File: src/rtl/oversample_pkg.sv
// Shared bit/sample mapping for the 4x oversampled serial link (TX and RX sides).
package oversample_pkg;

    localparam int unsigned OS_FACTOR       = 4;
    localparam int unsigned SAMPLES_PER_CLK = 8;
    localparam int unsigned BITS_PER_CLK    = 2;

    localparam logic IDLE_BIT  = 1'b1;
    localparam logic START_BIT = 1'b0;
    localparam logic STOP_BIT  = 1'b1;

    // Two line bits leaving the frame queue in one clk; b0 goes on the wire first.
    typedef struct packed {
        logic b1;
        logic b0;
    } bit_pair_t;

    // Earlier bit lands in the upper nibble, matching OSERDES shift-out order.
    function automatic logic [SAMPLES_PER_CLK-1:0] os_expand(input logic b0, input logic b1);
        return {{OS_FACTOR{b0}}, {OS_FACTOR{b1}}};
    endfunction

endpackage

File: src/rtl/os_frame_queue.sv
// Pending-bit queue: frames accepted words and releases two line bits per clock.
module os_frame_queue
    import oversample_pkg::*;
#(
    parameter int unsigned DATA_W = 8
) (
    input  logic              clk,
    input  logic              aresetn,
    input  logic [DATA_W-1:0] data_i,
    input  logic              valid_i,
    output logic              ready_o,
    output bit_pair_t         pair_o,
    output logic              busy_o
);

    localparam int unsigned FRAME_W = DATA_W + 2;
    localparam int unsigned Q_W     = FRAME_W + BITS_PER_CLK;
    localparam int unsigned CNT_W   = $clog2(FRAME_W + 1);

    logic [FRAME_W-1:0] pend_q, pend_d;
    logic [CNT_W-1:0]   cnt_q, cnt_d;
    logic               rdy_en_q;
    logic               busy_q;
    logic               accept;
    logic [FRAME_W-1:0] frame;
    logic [Q_W-1:0]     fill_mask;
    logic [Q_W-1:0]     stream;

    assign ready_o = rdy_en_q && (cnt_q <= CNT_W'(BITS_PER_CLK));
    assign accept  = valid_i && ready_o;
    assign frame   = {STOP_BIT, data_i, START_BIT};
    assign busy_o  = busy_q;
    assign pair_o  = '{b1: stream[1], b0: stream[0]};

    // Stream = pending bits, then the new frame (if any), then idle fill.
    always_comb begin
        fill_mask = ~((Q_W'(1) << cnt_q) - Q_W'(1));
        stream    = ({{BITS_PER_CLK{IDLE_BIT}}, pend_q} & ~fill_mask)
                  | ({Q_W{IDLE_BIT}} & fill_mask);
        if (accept) begin
            stream = (stream & ~(Q_W'({FRAME_W{1'b1}}) << cnt_q)) | (Q_W'(frame) << cnt_q);
        end
        pend_d = FRAME_W'(stream >> BITS_PER_CLK);

        if (accept) begin
            cnt_d = cnt_q + CNT_W'(FRAME_W - BITS_PER_CLK);
        end else if (cnt_q >= CNT_W'(BITS_PER_CLK)) begin
            cnt_d = cnt_q - CNT_W'(BITS_PER_CLK);
        end else begin
            cnt_d = '0;
        end
    end

    // rdy_en_q holds ready low until the first edge after reset release.
    always_ff @(posedge clk or negedge aresetn) begin
        if (!aresetn) begin
            pend_q   <= {FRAME_W{IDLE_BIT}};
            cnt_q    <= '0;
            rdy_en_q <= 1'b0;
            busy_q   <= 1'b0;
        end else begin
            pend_q   <= pend_d;
            cnt_q    <= cnt_d;
            rdy_en_q <= 1'b1;
            busy_q   <= (cnt_d != '0);
        end
    end

endmodule

File: src/rtl/oversample_tx.sv
// UART-style framer emitting two 4x-oversampled bit periods per clock for an 8:1 serializer.
module oversample_tx
    import oversample_pkg::*;
#(
    parameter int unsigned DATA_W    = 8,
    parameter bit          TX_INVERT = 1'b0
) (
    input  logic                       clk,
    input  logic                       aresetn,
    input  logic [DATA_W-1:0]          s_data,
    input  logic                       s_valid,
    output logic                       s_ready,
    output logic [SAMPLES_PER_CLK-1:0] sample_window,
    output logic                       busy
);

    localparam logic [SAMPLES_PER_CLK-1:0] IDLE_WINDOW = {SAMPLES_PER_CLK{IDLE_BIT ^ TX_INVERT}};

    bit_pair_t                  pair;
    logic [SAMPLES_PER_CLK-1:0] window_d, window_q;

    os_frame_queue #(
        .DATA_W (DATA_W)
    ) u_queue (
        .clk     (clk),
        .aresetn (aresetn),
        .data_i  (s_data),
        .valid_i (s_valid),
        .ready_o (s_ready),
        .pair_o  (pair),
        .busy_o  (busy)
    );

    // Inversion compensates a P/N swap on the board.
    always_comb begin
        window_d = os_expand(pair.b0, pair.b1) ^ {SAMPLES_PER_CLK{TX_INVERT}};
    end

    always_ff @(posedge clk or negedge aresetn) begin
        if (!aresetn) begin
            window_q <= IDLE_WINDOW;
        end else begin
            window_q <= window_d;
        end
    end

    assign sample_window = window_q;

endmodule

File: config.mk
export PLATFORM = sky130hd
export DESIGN_NAME = oversample_tx
export DESIGN_NICKNAME = d
export VERILOG_FILES = /design/src/rtl/oversample_pkg.sv /design/src/rtl/os_frame_queue.sv /design/src/rtl/oversample_tx.sv
export SDC_FILE = /design/constraint.sdc
export NUM_CORES = 1
export LEC_CHECK = 0
export ABC_AREA = 1
export CORE_UTILIZATION = 40
export DETAILED_ROUTE_END_ITERATION = 16
export PLACE_DENSITY = 0.66
export SKIP_CTS_REPAIR_TIMING = 1
export SYNTH_ARGS = -nofsm -noshare
export SYNTH_HDL_FRONTEND = slang
export SYNTH_HIERARCHICAL = 1
export SYNTH_SLANG_ARGS = --single-unit
File: constraint.sdc
create_clock -name clk -period 4.7 [get_ports clk]
set_input_delay 0.47 -clock clk [delete_from_list [all_inputs] [get_ports clk]]
set_output_delay 0.47 -clock clk [all_outputs]
set_load 0.02 [all_outputs]
==> run summary <==
final antenna-violating net count = 0
placement row count = 20
largest vdd supply drop = 0.404 mV
first-pass GRT wire length = 4.86 mm
PD cells = 602 nW/um^2
peak per-stage delay on the critical path = 0.61 ns
accumulated negative setup slack = 0 ns
final count of negative-setup-slack endpoints = 0
number of vias per cell = 4.96
static power due to leakage = 0.759 nW
worst slew margin relative to its limit = 49.1%
H-tree Lvls = 1
clock buffers created by TritonCTS = 3
initial core utilization = 42.6%
drc violations = 0
width of the die = 59.3 um
router iterations before antenna repair = 5
Req. time, crit path = 4.23 ns
insertion delay of the later-clocked pin in the worst-skew pair = 0.31 ns
critical path, cell by cell = nor2_4 -> nand2_2 -> nor2_4 -> clkdlybuf4s50_1
GRT Overall Usage = 19.0%
post-synthesis area per instance = 6.76 sq um
part of the total power dissipated in sequential elements = 31.8%
count of mapped cells out of synthesis = 194
synth top area cells = sky130_fd_sc_hd__dfstp_2 24%, sky130_fd_sc_hd__nand2_1 19%, sky130_fd_sc_hd__dfrtp_1 11%
full die area = 3510 sq um
global placement routability congestion = 0.932
root buf cell = sky130_fd_sc_hd__clkbuf_4
maximum number of pins on one net before global-route repair = 19
worst min path class = reg -> reg
Area growth, synth to finish = 14.7%
half-perimeter wire length after placement = 2.24 mm
power share of the clock group = 11.1%
crit path capture type = output pin
transition time at the pin with the least slew margin = 0.761 ns
count of placed standard cells in the final layout, fillers left out = 248
Psw = 0.433 mW
total nets after synthesis = 210
max-capacitance violation count = 0
post-route clock skew = 0.0209 ns
# IOs = 21
number of antenna repair diodes = 0
nets@finish = 221
number of hold-slack violations in the final timing report = 0
post-route total power = 0.906 mW
ratio of cells with drive above 1 in the final layout = 14.2%
cell family contributing the most delay on the critical path = buffers and inverters
synth warn = 6
fraction of power spent switching nets = 47.8%
largest fanout on the critical path = 12
clock sink count = 18
Seq/Total Area, Yosys = 35.5%
setup repair after global routing missed its margin = no
cell taking the most area after synthesis = sky130_fd_sc_hd__dfstp_2
Port Buffers = 20
fin. max-slew vios = 0
critical path's most frequent cell = sky130_fd_sc_hd__nor2_4
CP Buf/Inv Count = 1
clock transition at the registers of the reported paths = 0.13 ns
total via count in the routed design = 1230
number of DRC violations after detailed-routing iteration 0 = 44
Wirelength per Cell = 11.8 um
combinational fraction of design power = 57.0%
post-synth cell types = 22
worst slack at placement = 2.65 ns
height of the die = 59.3 um
path type of the worst setup path = reg -> out
slack of the critical path = 2.28 ns
number of antenna violations at the first check in global routing = 0
CTS tree = built
result of the run = finished, final reports clean
largest buffer count on any clock path = 2
core outline area = 3080 sq um
number of register bits inferred by synthesis = 18
FMAX = 412 MHz
launching element type of the critical path = flop
overall routed net length = 2.92 mm
highest-delay cell along the critical path = sky130_fd_sc_hd__clkdlybuf4s50_1
Inst Count DP = 244
time the worst path needs with I/O delays and setup = 2.42 ns
summed instance area of the synthesized netlist = 1310 sq um
Pint = 0.473 mW
aggregate global routing overflow = 0
fraction of post-synthesis cell area in the top cell type by area = 24.0%
setup slack on the worst flop-to-flop path = 2.80 ns
fin crit share = 51.6%
Crit path arrival time = 1.95 ns
via count of the first global-routing pass = 1139
## power by group through the flow
stage               sequential (mW)  clock [mW]  combinational, mW
floorplan                     0.274           0              0.426
global placement              0.286           0              0.513
detailed placement            0.290           0              0.510
CTS                           0.288       0.106              0.512
global route                  0.296       0.111              0.584
finish                        0.288       0.101              0.517
## area by class of cell
type / count / area [sq um]
clock buffer: 4 / 36.3
fill: 313 / 1570
inverter: 26 / 97.6
multi-input combinational: 136 / 649
sequential: 18 / 465
tap: 44 / 55.1
timing repair buffer: 20 / 200
## final timing paths
kind | start | to | cells after the start
max reg2reg | u_queue/cnt_q[1] | u_queue/pend_q[2] | 11
max | u_queue/cnt_q[3] | s_ready | 4
max in group asynchronous | aresetn | u_queue/rdy_en_q | 1
min in group asynchronous | aresetn | u_queue/cnt_q[3] | 1
min | u_queue/pend_q[0] | sample_window[4] | 2
min reg2reg | u_queue/pend_q[0] | sample_window[4] | 2
## worst min-delay path: cells and delay by family, from the launching register on
kind / cells / cell delay (ns)
simple gates: 1 / 0.05
compound gates: 1 / 0.05
flops: 1 / 0.37
## kinds of logic after synthesis
family          Yosys count  share of synthesized area [%]
flops                    18                           35.5
fa+ha+maj                 5                           4.77
compound gates           11                           4.58
simple gates            119                           39.9
other cells               1                          0.286
buf+inv                  40                           15.0
## per-stage QoR
| step | utilization [%] | area [sq um] | hold WS [ns] |
|---|---|---|---|
| detailed placement | 47.7 | 1470 | 0.453 |
| CTS | 48.9 | 1500 | 0.470 |
| global placement | 47.7 | 1470 | 0.452 |
| floorplan | - | 1310 | 0.174 |
| global route | 48.9 | 1500 | 0.511 |
| finish | 48.9 | 1500 | 0.466 |
## routing by layer
layer	up-vias	part of all wire [%]	global-route usage (%)	wire length (um)
li1	616	-	-	-
met1	567	45	22.4	1310
met2	41	48	31.8	1410
met3	6	5.1	4.80	149
met4	0	1.7	9.52	51
met5	-	0	0	0
## Yosys cell counts
cell and number:
sky130_fd_sc_hd__nor2_2 2, sky130_fd_sc_hd__inv_2 6, sky130_fd_sc_hd__dfrtp_1 6, sky130_fd_sc_hd__nor2_1 14
sky130_fd_sc_hd__nand2_2 3, sky130_fd_sc_hd__nor2_4 2, sky130_fd_sc_hd__o21ai_0 1, sky130_fd_sc_hd__a21oi_1 2
sky130_fd_sc_hd__o22ai_1 1, sky130_fd_sc_hd__buf_2 4, sky130_fd_sc_hd__nand3b_1 2, sky130_fd_sc_hd__conb_1 1
sky130_fd_sc_hd__dfstp_2 12, sky130_fd_sc_hd__nand2_1 65, sky130_fd_sc_hd__buf_4 9, sky130_fd_sc_hd__nand4_1 2
sky130_fd_sc_hd__o21ai_1 6, sky130_fd_sc_hd__inv_1 20, sky130_fd_sc_hd__ha_1 5, sky130_fd_sc_hd__buf_6 1
sky130_fd_sc_hd__nand3_1 29, sky130_fd_sc_hd__o221ai_1 1
## placed cells by master (no fill, tap or decap)
| cell type | netlist | layout |
|---|---|---|
| sky130_fd_sc_hd__dfrtp_1 | 6 | 6 |
| sky130_fd_sc_hd__nand3b_1 | 2 | 2 |
| sky130_fd_sc_hd__nor2_2 | 2 | 2 |
| sky130_fd_sc_hd__conb_1 | 1 | 1 |
| sky130_fd_sc_hd__a21oi_1 | 2 | 2 |
| sky130_fd_sc_hd__clkdlybuf4s50_1 | 0 | 20 |
| sky130_fd_sc_hd__o21ai_0 | 1 | 1 |
| sky130_fd_sc_hd__clkbuf_4 | 0 | 3 |
| sky130_fd_sc_hd__ha_1 | 5 | 5 |
| sky130_fd_sc_hd__o22ai_1 | 1 | 1 |
| sky130_fd_sc_hd__o21ai_1 | 6 | 6 |
| sky130_fd_sc_hd__nand4_1 | 2 | 2 |
| sky130_fd_sc_hd__nand3_1 | 29 | 29 |
| sky130_fd_sc_hd__nand2_1 | 65 | 65 |
| sky130_fd_sc_hd__inv_1 | 20 | 20 |
| sky130_fd_sc_hd__clkbuf_8 | 0 | 1 |
| sky130_fd_sc_hd__nand2_2 | 3 | 3 |
| sky130_fd_sc_hd__o221ai_1 | 1 | 1 |
| sky130_fd_sc_hd__nor2_4 | 2 | 2 |
| sky130_fd_sc_hd__dfstp_2 | 12 | 12 |
| sky130_fd_sc_hd__inv_2 | 6 | 6 |
| sky130_fd_sc_hd__nor2_1 | 14 | 14 |
## sequential cells by signal, summed over array words and instances, names as in the netlist
signal	flops
sample_window	2
u_queue/busy_o	1
u_queue/cnt_q	4
u_queue/pend_q	10
u_queue/rdy_en_q	1
Note: power is estimated with default switching activity, not from simulation.
